$ cat config.mk
export PLATFORM = sky130hd
export DESIGN_NAME = serial_byte_tx
export DESIGN_NICKNAME = d
export VERILOG_FILES = /design/src/rtl/serial_byte_tx.sv
export SDC_FILE = /design/constraint.sdc
export NUM_CORES = 1
export LEC_CHECK = 0
export CORE_ASPECT_RATIO = 0.7
export CORE_UTILIZATION = 25
export CTS_BUF_LIST = sky130_fd_sc_hd__clkbuf_8
export DETAILED_ROUTE_END_ITERATION = 7
export PLACE_DENSITY_LB_ADDON = 0.3
export SLEW_MARGIN = 20
export SYNTH_ARGS = -nofsm -noshare
export SYNTH_HDL_FRONTEND = slang
export SYNTH_SLANG_ARGS = --single-unit
$ cat constraint.sdc
create_clock -name clk -period 4.9 [get_ports clk]
set_clock_uncertainty 0.05 [all_clocks]
set_input_delay 0.98 -clock clk [delete_from_list [all_inputs] [get_ports clk]]
set_output_delay 0.98 -clock clk [all_outputs]
set_load 0.1 [all_outputs]
$ cat src/rtl/serial_byte_tx.sv
`default_nettype none
// ============================================================================
// Module      : serial_byte_tx
// Description : Parallel-to-serial frame transmitter. A word accepted on the
//               tx_valid/tx_ready handshake is sent as a start bit (0), the
//               NUM_BITS data bits (MSB or LSB first), an optional even-parity
//               bit and a stop bit (1). Every bit lasts BIT_PERIOD clocks.
//               The line idles at 1.
// Ports       : clk        - system clock, rising edge
//               n_rst      - asynchronous active-low reset
//               tx_valid   - tx_data holds a word to send
//               tx_data    - parallel word to serialize
//               tx_ready   - word accepted this cycle (high only in IDLE)
//               serial_out - registered serial line, idle level 1
//               tx_busy    - a frame is in progress
//               tx_done    - one-cycle pulse on the last clock of STOP
// Options     : define SERIAL_BYTE_TX_PARITY_EN to add an even-parity bit
//               after the data bits.
// Revision    : 1.0 - initial release
// ============================================================================
module serial_byte_tx #(
  parameter int NUM_BITS   = 8,
  parameter int BIT_PERIOD = 10,
  parameter int SHIFT_MSB  = 1
) (
  input  logic                clk,
  input  logic                n_rst,
  input  logic                tx_valid,
  input  logic [NUM_BITS-1:0] tx_data,
  output logic                tx_ready,
  output logic                serial_out,
  output logic                tx_busy,
  output logic                tx_done
);

  localparam int BW = $clog2(BIT_PERIOD);
  localparam int CW = $clog2(NUM_BITS + 1);
  localparam logic [BW-1:0] c_bit_last  = BW'(BIT_PERIOD - 1);
  localparam logic [CW-1:0] c_data_last = CW'(NUM_BITS - 1);

`ifdef SERIAL_BYTE_TX_PARITY_EN
  typedef enum logic [2:0] {
    IDLE   = 3'd0,
    START  = 3'd1,
    DATA   = 3'd2,
    STOP   = 3'd3,
    PARITY = 3'd4
  } state_t;
`else
  typedef enum logic [2:0] {
    IDLE  = 3'd0,
    START = 3'd1,
    DATA  = 3'd2,
    STOP  = 3'd3
  } state_t;
`endif

  state_t              r_state;
  state_t              w_state_next;
  logic [BW-1:0]       r_bit_cnt;
  logic [CW-1:0]       r_data_cnt;
  logic [NUM_BITS-1:0] r_shift;
  logic [NUM_BITS-1:0] w_shift_next;
  logic                r_serial;
  logic                w_serial_next;
  logic                w_bit_last;
  logic                w_data_last;
  logic                w_parity;

  assign w_bit_last  = (r_bit_cnt == c_bit_last);
  assign w_data_last = (r_data_cnt == c_data_last);

`ifdef SERIAL_BYTE_TX_PARITY_EN
  // Parity is captured with the word since the shift register is consumed
  // while the data bits go out.
  logic r_parity;

  always_ff @(posedge clk or negedge n_rst) begin
    if (!n_rst) begin
      r_parity <= 1'b0;
    end else if (r_state == IDLE && tx_valid) begin
      r_parity <= ^tx_data;
    end
  end

  assign w_parity = r_parity;
`else
  assign w_parity = 1'b1;
`endif

  // Next state, next shift-register contents and the value serial_out takes
  // after the edge. serial_out is decoded from the *next* state so the
  // registered line lines up with the state it belongs to.
  always_comb begin
    w_state_next  = r_state;
    w_shift_next  = r_shift;
    w_serial_next = 1'b1;

    case (r_state)
      IDLE: begin
        if (tx_valid) begin
          w_state_next = START;
          w_shift_next = tx_data;
        end
      end
      START: begin
        if (w_bit_last) w_state_next = DATA;
      end
      DATA: begin
        if (w_bit_last) begin
          // Vacated positions fill with 1 so the register returns to idle.
          w_shift_next = (SHIFT_MSB != 0) ? {r_shift[NUM_BITS-2:0], 1'b1}
                                          : {1'b1, r_shift[NUM_BITS-1:1]};
          if (w_data_last) begin
`ifdef SERIAL_BYTE_TX_PARITY_EN
            w_state_next = PARITY;
`else
            w_state_next = STOP;
`endif
          end
        end
      end
`ifdef SERIAL_BYTE_TX_PARITY_EN
      PARITY: begin
        if (w_bit_last) w_state_next = STOP;
      end
`endif
      STOP: begin
        if (w_bit_last) w_state_next = IDLE;
      end
      default: w_state_next = IDLE;
    endcase

    case (w_state_next)
      START:   w_serial_next = 1'b0;
      DATA:    w_serial_next = (SHIFT_MSB != 0) ? w_shift_next[NUM_BITS-1]
                                                : w_shift_next[0];
`ifdef SERIAL_BYTE_TX_PARITY_EN
      PARITY:  w_serial_next = w_parity;
`endif
      default: w_serial_next = 1'b1;
    endcase
  end

  always_ff @(posedge clk or negedge n_rst) begin
    if (!n_rst) begin
      r_state    <= IDLE;
      r_shift    <= '1;
      r_serial   <= 1'b1;
      r_bit_cnt  <= '0;
      r_data_cnt <= '0;
    end else begin
      r_state  <= w_state_next;
      r_shift  <= w_shift_next;
      r_serial <= w_serial_next;

      // Bit-period counter restarts on every state entry and on every bit
      // boundary inside DATA; it stays at 0 while idle.
      if (w_state_next != r_state || w_bit_last) begin
        r_bit_cnt <= '0;
      end else if (r_state != IDLE) begin
        r_bit_cnt <= r_bit_cnt + BW'(1);
      end

      if (w_state_next != r_state) begin
        r_data_cnt <= '0;
      end else if (r_state == DATA && w_bit_last) begin
        r_data_cnt <= r_data_cnt + CW'(1);
      end
    end
  end

  assign serial_out = r_serial;
  assign tx_ready   = (r_state == IDLE);
  assign tx_busy    = (r_state != IDLE);
  assign tx_done    = (r_state == STOP) && w_bit_last;

  // Keeps the parity wire referenced in builds without the parity bit.
  logic w_unused;
  assign w_unused = w_parity;

endmodule
`default_nettype wire

==> qor.yml <==
outcome:
  outcome: "finished clean"
synthesis:
  yosys_warnings: 0
  synth_area_um2: 1070
  netlist.area_leader.share_pct: 25.6
  yosys-top-cells-area: "dfrtp_1, dfstp_2, nand2_1"
  yosysTopAreaCell: "dfrtp_1"
  synthTopCellsByCount: "nand2_1, dfrtp_1, nor2_1"
  synthesis.nets: 123
  avgSynthCellArea_um2: 9.86
  async_reset_ff_share_pct: 100
  synth_cells: 109
  synthDistinctLibCells: 37
  synthFlopType: "dfrtp_1"
  synth-edff-count: 0
  synth_seq_cells: 20
  post-synth-top-count-cell: "nand2_1"
  ys_seq_area_share_pct: 47.6
finish:
  regArea_um2: 512
  nets: 138
  area_growth_pct: 20.1
  final.fill_count: 414
  fin_util_pct: 32.1
  postLayoutCellArea_um2: 1290
  final_layout_size_suffix_gt1_share_pct: 14.6
  n_antenna_cell: 0
  multi_input_comb_area_um2: 514
power_and_ir_drop:
  vdd.ir_drop.worst_mv: 0.116
  netSwitchingFraction_pct: 28.1
  power.switching_mw: 0.107
  p_clk_share_pct: 27.9
  seqPwrFrac_pct: 53.3
  p_per_area_nw_per_um2: 294
  p_leak_nw: 0.550
  p_int_mw: 0.273
  p_comb_share_pct: 18.8
sta:
  tightest_slew_ns: 0.979
  post-route-period-util_pct: 70.9
  final-hold-violation-count: 0
  setup_ws_ns: 1.42
  slew_headroom_pct: 34.6
  holdWs_ns: 0.413
  slew_viol_final: 0
  tns_ns: 0
  rsz0062_at_grt: "no"
  timing.fmax_ghz: 0.288
  fin_crit_ns: 3.48
  setup_viol_count_final: 0
worst_setup_path:
  crit_path_end_kind: "output port"
  cp-start-kind: "register"
  crit_required_ns: 3.87
  cp_max_fo: 5
  arrival_ns: 2.45
  worstSetupPathType: "register to output port"
  ff2ff_path_depth: 4
place:
  dp_slack_ns: 1.70
  place.gp.congestion: 0.879
  placed_cell_area_um2: 1250
  port_buffers: 14
  hpwl_mm: 1.59
routing:
  drt_iter0_drc: 87
  drtPass1Iterations: 4
  drt-total-wl_mm: 2.15
  antenna_left: 0
  route.detailed.drc: 0
  dr_total_vias: 819
  vias_per_cell: 4.68
  routedWlPerCell_um: 12.3
min_path:
  hp-class: "register to register"
  hold_depth: 2
grt:
  grt_start_max_net_pins: 21
  antenna_found_initial: 0
  overflow: 0
  grt_usage_pct: 10.7
  grt_pass1_wl_mm: 3.70
  first_global_vias: 807
cts:
  h-tree-depth: 1
  clock_path_buffers: 2
  cts.sinks: 20
  cts_setup_buffers: 0
  insertion_delay_ns: 0.26
  cts_root_buffer: "clkbuf_8"
  path_clk_slew_ns: 0.06
  cts_tree: "done"
  hold_buffers: 0
  cts_resized: 0
  cts_inserted_buffers: 3
die:
  floorplan.initialDensity_pct: 26.8
  die_h_um: 56.9
  core_area_um2: 4020
  dieArea_um2: 4570
  io_pins: 15
  die_w_um: 80.4
  num_rows: 19
job:
  max_cap_viol_count: 0
[flip-flops by register name, indices dropped and copies added, names as in the netlist]
register,count
r_shift,8
r_data_cnt,4
r_bit_cnt,4
r_state,3
serial_out,1
[worst max-delay path: stages (launching register included)]
cell and delay [ns]:
dfrtp_1 0.41, inv_1 0.07, ha_1 0.19, nand4b_1 0.22, nor2_1 0.17, clkdlybuf4s50_1 1.14
[path summary, 6_finish.rpt]
check	from	end	slack (ns)
max in group asynchronous	n_rst	r_state[2]$_DFF_PN0_	3.11
min in group asynchronous	n_rst	r_data_cnt[0]$_DFFE_PN0P_	1.16
setup reg to reg	r_state[2]$_DFF_PN0_	serial_out$_DFF_PN1_	2.92
hold reg to reg	r_shift[5]$_DFFE_PN1P_	r_shift[5]$_DFFE_PN1P_	0.41
setup / recovery	r_bit_cnt[1]$_DFFE_PN0P_	tx_done	1.42
hold / removal	r_shift[5]$_DFFE_PN1P_	r_shift[5]$_DFFE_PN1P_	0.41
[cells by family after synthesis]
kind of cell    count (synthesis)  synth area share (%)
other cells                     1                 0.349
compound gates                 16                  11.9
fa+ha+maj                       3                  3.49
buf+inv                         8                  4.54
xor+xnor                        6                  4.89
simple gates                   55                  27.2
flops                          20                  47.6
[cells in the final DEF, fill, tap and decap left out, types with 2 or more instances in the layout]
| cell type | synthesis | layout |
|---|---|---|
| nand4b_1 | 2 | 2 |
| or2_2 | 2 | 2 |
| nand3_1 | 4 | 4 |
| or3_1 | 2 | 2 |
| nand2_1 | 21 | 21 |
| xor2_1 | 4 | 4 |
| nor4_1 | 2 | 2 |
| xnor2_1 | 2 | 2 |
| nor2_1 | 11 | 11 |
| dfrtp_1 | 11 | 11 |
| a21oi_1 | 2 | 2 |
| clkbuf_8 | 0 | 3 |
| a22oi_1 | 6 | 6 |
| clkdlybuf4s50_1 | 0 | 14 |
| dfstp_2 | 9 | 9 |
| nor3_1 | 2 | 2 |
| ha_1 | 3 | 3 |
| inv_1 | 4 | 5 |
[layer usage]
metal | global-route usage [%] | part of all wire, % | vias up
li1 | - | - | 403
met1 | 14.7 | 48 | 398
met2 | 16.2 | 48 | 16
met3 | 3.41 | 3.5 | 2
met4 | 2.30 | 0.70 | 0
met5 | 0 | 0 | -
[stage by stage]
stage                     cells  power, mW
after floorplan             109      0.255
after global placement      171      0.275
after detailed placement    171      0.276
after CTS                   175      0.385
after global routing        175      0.402
final                       175      0.379
[area by class of cell]
| cell class | instances | area share (%) |
|---|---|---|
| tap | 52 | 5.04 |
| clock inverter | 1 | 0.291 |
| sequential | 20 | 39.6 |
| clock buffer | 3 | 3.20 |
| timing repair buffer | 14 | 10.9 |
| multi-input combinational | 81 | 39.8 |
| inverter | 4 | 1.16 |
[power groups by stage]
stage | Clock (mW) | Combinational [mW] | Sequential, mW
floorplan | 0 | 0.0475 | 0.208
global placement | 0 | 0.0708 | 0.204
detailed placement | 0 | 0.0719 | 0.204
CTS | 0.111 | 0.0720 | 0.202
global route | 0.120 | 0.0779 | 0.204
finish | 0.106 | 0.0713 | 0.202
Power figures use the tool's default switching activity.
